### src/rtl/rsi_engine_scheduler.sv
// Round-robin scheduler sharing one RSI engine across NUM_CH price channels, replaying each window from price RAM.
// Optional macro RSI_SCHED_TIMEOUT_EN adds a WAIT_DONE watchdog that aborts a job after TIMEOUT cycles.
module rsi_engine_scheduler #(
    parameter int unsigned NUM_CH  = 4,
    parameter int unsigned WINDOW  = 20,
    parameter int unsigned PRICE_W = 16,
    parameter int unsigned ADDR_W  = 7,
    parameter int unsigned CH_W    = (NUM_CH > 1) ? $clog2(NUM_CH) : 1,
    parameter int unsigned TIMEOUT = 255
) (
    input  logic               clk,
    input  logic               rst,
    input  logic [NUM_CH-1:0]  req,
    output logic               rd_en,
    output logic [ADDR_W-1:0]  rd_addr,
    input  logic [PRICE_W-1:0] rd_data,
    output logic               eng_start,
    output logic [PRICE_W-1:0] eng_price,
    output logic               eng_new_price,
    input  logic               eng_done,
    input  logic [7:0]         eng_rsi,
    output logic               busy,
    output logic [CH_W-1:0]    grant_ch,
    output logic               result_valid,
    output logic [CH_W-1:0]    result_ch,
    output logic [7:0]         result_rsi,
    output logic               result_err
);

    localparam int unsigned K_W = $clog2(WINDOW);

    if (NUM_CH < 2 || WINDOW < 2 || NUM_CH * WINDOW > (1 << ADDR_W) || TIMEOUT == 0) begin : g_cfg_check
        $error("rsi_engine_scheduler: illegal parameter combination");
    end

    typedef enum logic [2:0] {
        S_IDLE,
        S_START,
        S_GAP,
        S_STROBE,
        S_WAIT_DONE,
        S_RESULT
    } state_t;

    state_t              state_q, state_d;
    logic [NUM_CH-1:0]   pending_q, pending_d;
    logic [CH_W-1:0]     last_grant_q, last_grant_d;
    logic [CH_W-1:0]     grant_ch_q, grant_ch_d;
    logic [ADDR_W-1:0]   base_q, base_d;
    logic [K_W-1:0]      k_q, k_d;
    logic                rd_en_q, rd_en_d;
    logic [ADDR_W-1:0]   rd_addr_q, rd_addr_d;
    logic                eng_start_q, eng_start_d;
    logic [PRICE_W-1:0]  eng_price_q, eng_price_d;
    logic                eng_new_price_q, eng_new_price_d;
    logic                busy_q, busy_d;
    logic                result_valid_q, result_valid_d;
    logic [CH_W-1:0]     result_ch_q, result_ch_d;
    logic [7:0]          result_rsi_q, result_rsi_d;

    logic                arb_hit_c;
    logic [CH_W-1:0]     arb_ch_c;
    logic [CH_W:0]       arb_sum_c;
    logic [CH_W-1:0]     arb_idx_c;
    logic [NUM_CH-1:0]   clr_c;

`ifdef RSI_SCHED_TIMEOUT_EN
    localparam int unsigned TMO_W = $clog2(TIMEOUT + 1);
    logic [TMO_W-1:0]    tmo_q, tmo_d;
    logic                result_err_q, result_err_d;
`endif

    // Round-robin search starting one past the last served channel, wrapping at NUM_CH.
    always_comb begin
        arb_hit_c = 1'b0;
        arb_ch_c  = '0;
        arb_sum_c = '0;
        arb_idx_c = '0;
        for (int i = 1; i <= int'(NUM_CH); i++) begin
            arb_sum_c = {1'b0, last_grant_q} + (CH_W+1)'(i);
            if (arb_sum_c >= (CH_W+1)'(NUM_CH)) begin
                arb_sum_c = arb_sum_c - (CH_W+1)'(NUM_CH);
            end
            arb_idx_c = CH_W'(arb_sum_c);
            if (!arb_hit_c && pending_q[arb_idx_c]) begin
                arb_hit_c = 1'b1;
                arb_ch_c  = arb_idx_c;
            end
        end
    end

    // Next-state and registered-output computation.
    always_comb begin
        state_d         = state_q;
        last_grant_d    = last_grant_q;
        grant_ch_d      = grant_ch_q;
        base_d          = base_q;
        k_d             = k_q;
        rd_en_d         = 1'b0;
        rd_addr_d       = rd_addr_q;
        eng_start_d     = 1'b0;
        eng_price_d     = eng_price_q;
        eng_new_price_d = 1'b0;
        result_valid_d  = 1'b0;
        result_ch_d     = result_ch_q;
        result_rsi_d    = result_rsi_q;
        clr_c           = '0;
`ifdef RSI_SCHED_TIMEOUT_EN
        tmo_d           = '0;
        result_err_d    = result_err_q;
`endif

        case (state_q)
            S_IDLE: begin
                if (arb_hit_c) begin
                    state_d         = S_START;
                    grant_ch_d      = arb_ch_c;
                    base_d          = ADDR_W'(32'(arb_ch_c) * WINDOW);
                    k_d             = '0;
                    clr_c[arb_ch_c] = 1'b1;
                    eng_start_d     = 1'b1;
                    rd_en_d         = 1'b1;
                    rd_addr_d       = ADDR_W'(32'(arb_ch_c) * WINDOW);
                end
            end
            S_START: begin
                state_d = S_GAP;
            end
            S_GAP: begin
                // RAM word k is on rd_data now; present it with the strobe and prefetch k+1.
                state_d         = S_STROBE;
                eng_price_d     = rd_data;
                eng_new_price_d = 1'b1;
                if (k_q != K_W'(WINDOW - 1)) begin
                    rd_en_d   = 1'b1;
                    rd_addr_d = base_q + ADDR_W'(k_q) + ADDR_W'(1);
                end
            end
            S_STROBE: begin
                k_d = k_q + K_W'(1);
                if (k_q == K_W'(WINDOW - 1)) begin
                    state_d = S_WAIT_DONE;
                end else begin
                    state_d = S_GAP;
                end
            end
            S_WAIT_DONE: begin
`ifdef RSI_SCHED_TIMEOUT_EN
                tmo_d = tmo_q + TMO_W'(1);
`endif
                if (eng_done) begin
                    state_d        = S_RESULT;
                    result_valid_d = 1'b1;
                    result_ch_d    = grant_ch_q;
                    result_rsi_d   = eng_rsi;
`ifdef RSI_SCHED_TIMEOUT_EN
                    result_err_d   = 1'b0;
                end else if (tmo_q == TMO_W'(TIMEOUT)) begin
                    state_d        = S_RESULT;
                    result_valid_d = 1'b1;
                    result_ch_d    = grant_ch_q;
                    result_rsi_d   = '0;
                    result_err_d   = 1'b1;
`endif
                end
            end
            S_RESULT: begin
                state_d      = S_IDLE;
                last_grant_d = grant_ch_q;
            end
            default: begin
                state_d = S_IDLE;
            end
        endcase

        // A request arriving in the grant cycle re-arms the channel (set wins over clear).
        pending_d = (pending_q & ~clr_c) | req;
        busy_d    = (state_d != S_IDLE);
    end

    always_ff @(posedge clk or posedge rst) begin
        if (rst) begin
            state_q         <= S_IDLE;
            pending_q       <= '0;
            last_grant_q    <= CH_W'(NUM_CH - 1);
            grant_ch_q      <= '0;
            base_q          <= '0;
            k_q             <= '0;
            rd_en_q         <= 1'b0;
            rd_addr_q       <= '0;
            eng_start_q     <= 1'b0;
            eng_price_q     <= '0;
            eng_new_price_q <= 1'b0;
            busy_q          <= 1'b0;
            result_valid_q  <= 1'b0;
            result_ch_q     <= '0;
            result_rsi_q    <= '0;
        end else begin
            state_q         <= state_d;
            pending_q       <= pending_d;
            last_grant_q    <= last_grant_d;
            grant_ch_q      <= grant_ch_d;
            base_q          <= base_d;
            k_q             <= k_d;
            rd_en_q         <= rd_en_d;
            rd_addr_q       <= rd_addr_d;
            eng_start_q     <= eng_start_d;
            eng_price_q     <= eng_price_d;
            eng_new_price_q <= eng_new_price_d;
            busy_q          <= busy_d;
            result_valid_q  <= result_valid_d;
            result_ch_q     <= result_ch_d;
            result_rsi_q    <= result_rsi_d;
        end
    end

`ifdef RSI_SCHED_TIMEOUT_EN
    always_ff @(posedge clk or posedge rst) begin
        if (rst) begin
            tmo_q        <= '0;
            result_err_q <= 1'b0;
        end else begin
            tmo_q        <= tmo_d;
            result_err_q <= result_err_d;
        end
    end

    assign result_err = result_err_q;
`else
    assign result_err = 1'b0;
`endif

    assign rd_en         = rd_en_q;
    assign rd_addr       = rd_addr_q;
    assign eng_start     = eng_start_q;
    assign eng_price     = eng_price_q;
    assign eng_new_price = eng_new_price_q;
    assign busy          = busy_q;
    assign grant_ch      = grant_ch_q;
    assign result_valid  = result_valid_q;
    assign result_ch     = result_ch_q;
    assign result_rsi    = result_rsi_q;

endmodule
### config.mk
export PLATFORM = sky130hd
export DESIGN_NAME = rsi_engine_scheduler
export DESIGN_NICKNAME = d
export VERILOG_FILES = /design/src/rtl/rsi_engine_scheduler.sv
export SDC_FILE = /design/constraint.sdc
export NUM_CORES = 1
export LEC_CHECK = 0
export BUFFER_PORTS_ARGS = -buffer_cell sky130_fd_sc_hd__buf_2
export CORE_MARGIN = 10
export CORE_UTILIZATION = 45
export DETAILED_ROUTE_END_ITERATION = 16
export PLACE_DENSITY = 0.7
export SYNTH_ARGS = -nofsm -noshare
export SYNTH_HDL_FRONTEND = slang
export SYNTH_SLANG_ARGS = --single-unit
### constraint.sdc
create_clock -name clk -period 2.05 [get_ports clk]
set_input_delay 0.1025 -clock clk [delete_from_list [all_inputs] [get_ports clk]]
set_output_delay 0.1025 -clock clk [all_outputs]
set_load 0.02 [all_outputs]
==> metrics.md <==
| Metric | Value |
|---|---|
| DRT iter0 DRCs | `70` |
| Synth Area in Simple Gates | `0.209` |
| Multi-input gate area | `960 sq um` |
| Drt drc | `0` |
| Slew Limit Fails | `0` |
| Largest family of logic cells by synthesized area | `simple AND/OR/NAND/NOR gates` |
| R2R setup slack | `300 ps` |
| Yosys warns | `0` |
| Post-route minimum period | `1750 ps` |
| Core ar. | `0.00514 sq mm` |
| Top_reg_cell synth | `dfrtp_1` |
| Synthesized cell area | `0.00239 sq mm` |
| Max-cap violations | `0` |
| Remaining global-route overflow | `0` |
| Syn_area_per_cell | `10.4 sq um` |
| Final wirelength | `5.62 mm` |
| Std cell rows | `26` |
| Die area | `0.00863 sq mm` |
| Rel. slew slack | `0.642` |
| Count of flip-flops with a built-in enable after synthesis | `0` |
| CP endpoint kind | `flop` |
| Final net count | `360` |
| CTS Buffer Depth | `2` |
| GRT Total Usage | `0.134` |
| Ports | `72` |
| Worst hold path class | `in -> reg` |
| Number of global-route vias before repair | `1963` |
| Vias/cell | `4.80` |
| Setup bufs post-CTS | `0` |
| Clock Sinks | `54` |
| Post-synthesis adder-cell area fraction | `0.0209` |
| Reg power frac | `0.433` |
| Fraction of power spent switching nets | `0.402` |
| Die Y | `92.9 um` |
| IO Port Bufs | `70` |
| Register area share after synthesis | `0.566` |
| Maximum vdd drop | `0.542 mV` |
| Slew at the pin closest to its max-slew limit | `537 ps` |
| Flops & latches, synth | `54` |
| Post-synth net total | `264` |
| Startpoint Class | `flop` |
| Initial core utilization | `0.465` |
| TritonCTS clock tree | `done` |
| Clock tree root buffer cell | `clkbuf_8` |
| Synth Area in XOR/XNOR | `0.0146` |
| TritonRoute pass-1 iters | `6` |
| P&R area growth vs syn | `30.5%` |
| Clock Skews | `6.64 ps` |
| CTS Hold Bufs | `21` |
| Final hold viol count | `0` |
| TritonCTS buffer count | `5` |
| Power per cell area | `1140 mW/mm^2` |
| WP data required | `2310 ps` |
| Initial antenna violation count | `1` |
| Fill cells | `470` |
| Pint | `0.00213 W` |
| Placed insts | `367` |
| Die X | `92.9 um` |
| Post-synthesis compound-gate area fraction | `0.0947` |
| CTS clk-pin slew, worst paths | `90 ps` |
| Post-synth ARST share | `1.00` |
| Synthesized instance count | `229` |
| Crit path arrival time | `2010 ps` |
| Combinational power share | `0.403` |
| # H-tree levels | `2` |
| Antenna Violating Nets Remaining | `0` |
| Cts repair resizes | `0` |
| Post-Layout Cell Count | `397` |
| WL/cell | `14.2 um` |
| Via count | `1907` |
| Layout cells sized above 1 | `0.334` |
| Outcome | `completed` |
| RSZ-0062 raised after global routing | `false` |
| Static Leakage | `1.57 nW` |
| Final GP Congestion | `0.776` |
| Multiplexer share of the synthesized area | `0.0607` |
| Final setup fails | `0` |
| Clock power share | `0.164` |
| Max FO, Critical Path | `6` |
| First-pass GRT wire length | `9.38 mm` |
| Fmax | `0.571 GHz` |
| Clock latency on the worst-skew pair | `310 ps` |
| Pin count of the biggest net entering global routing | `23` |
| Register area | `0.00135 sq mm` |
| Synth cell types | `45` |
| Crit path kind | `reg -> reg` |
| Final TNS setup | `0 ps` |
| Final critical-path share of the clock period | `0.855` |
| Dpl hpwl | `4.19 mm` |
| Net load switching power | `0.00143 W` |
per-layer routing:
layer  vias to the layer above  track usage  share of wire
li1                        961            -              -
met4                         0       0.0488          0.012
met5                         -            0              0
met1                       895        0.148           0.43
met3                         7       0.0549          0.074
met2                        44        0.225           0.49
metrics by stage:
| stage | hold slack, ps | area, sq um | power (W) | worst slack (ps) | utilization |
|---|---|---|---|---|---|
| after floorplan | 195 | 2390 | 0.00252 | 313 | - |
| after global placement | 139 | 2820 | 0.00296 | 350 | 0.549 |
| after detailed placement | 141 | 2820 | 0.00299 | 313 | 0.549 |
| after CTS | 7.65 | 3120 | 0.00361 | 300 | 0.607 |
| after global routing | 12.2 | 3120 | 0.00385 | 116 | 0.607 |
| final | 10.3 | 3120 | 0.00356 | 298 | 0.607 |
cells in the final DEF (no fill, tap or decap), types with 6 or more instances in the layout:
cell type / count
o21ai_0: 11
nand2b_1: 6
buf_4: 7
a21oi_1: 6
mux2_2: 12
buf_2: 70
nand2_1: 63
dfrtp_1: 52
dlygate4sd3_1: 21
nand3_1: 6
nor2_1: 7
Yosys cell counts, types with 2 or more instances:
| cell type | n | share of area |
|---|---|---|
| xnor2_1 | 2 | 0.0073 |
| a21o_1 | 2 | 0.0063 |
| inv_1 | 4 | 0.0063 |
| nor3_1 | 4 | 0.0084 |
| nor2b_1 | 5 | 0.013 |
| mux2_2 | 12 | 0.056 |
| o21ai_0 | 11 | 0.023 |
| buf_2 | 3 | 0.0063 |
| nand3_1 | 6 | 0.013 |
| dfstp_2 | 2 | 0.022 |
| a21oi_1 | 6 | 0.013 |
| or3_1 | 2 | 0.0052 |
| ha_1 | 4 | 0.021 |
| buf_6 | 2 | 0.0094 |
| and3_1 | 2 | 0.0052 |
| nand2b_1 | 6 | 0.016 |
| nand3b_1 | 2 | 0.0063 |
| a21o_2 | 2 | 0.0073 |
| buf_4 | 2 | 0.0063 |
| nand2_1 | 63 | 0.099 |
| o31ai_1 | 5 | 0.016 |
| xor2_1 | 2 | 0.0073 |
| nor2_1 | 7 | 0.011 |
| dfrtp_1 | 52 | 0.54 |
registers in the layout, indices dropped and copies added, names as in the netlist:
| signal | count |
|---|---|
| state_q | 3 |
| rd_addr | 7 |
| eng_new_price | 1 |
| result_ch | 2 |
| grant_ch | 1 |
| rd_en | 1 |
| pending_q | 4 |
| eng_price | 16 |
| busy | 1 |
| eng_start | 1 |
| result_rsi | 8 |
| result_valid | 1 |
| base_q | 1 |
| last_grant_q | 2 |
| k_q | 5 |
cell families after synthesis:
group                      Yosys count
xor gates and xnor gates             4
other                                1
and+or+nand+nor                    105
buffers and inverters               14
adders and majority gates            4
DFF                                 54
AOI/OAI and AO/OA                   34
muxes                               13
final timing paths:
| check | start | to | depth (start not counted) |
|---|---|---|---|
| setup / recovery | grant_ch[0] | rd_addr[4] | 6 |
| hold / removal | eng_rsi[6] | result_rsi[6] | 2 |
| setup reg to reg | grant_ch[0] | rd_addr[4] | 6 |
| hold reg to reg | eng_price[0] | eng_price[0] | 2 |
| max in group asynchronous | rst | rd_addr[3] | 4 |
| min in group asynchronous | rst | state_q[2] | 3 |
worst max-delay path, stage by stage (launching register included):
cell and delay [ps]:
dfrtp_1 450, ha_1 370, a21o_1 190, a21oi_1 210, xor2_1 80, or3_1 300
nand3_1 80
power groups by stage:
stage / logic, W / clock network, W / registers [W]
detailed placement: 0.00143 / 0 / 0.00156
global route: 0.00162 / 0.000640 / 0.00159
CTS: 0.00146 / 0.000603 / 0.00154
finish: 0.00143 / 0.000583 / 0.00154
floorplan: 0.000729 / 0 / 0.00180
global placement: 0.00140 / 0 / 0.00155
layout make-up:
class                      instances  area share
inverter                           5     0.00601
tap                               70      0.0281
multi-input combinational        161       0.307
antenna                            1    0.000802
sequential                        54       0.434
clock inverter                     2     0.00441
clock buffer                       6      0.0232
timing repair buffer              98       0.196
Power figures use the tool's default switching activity.
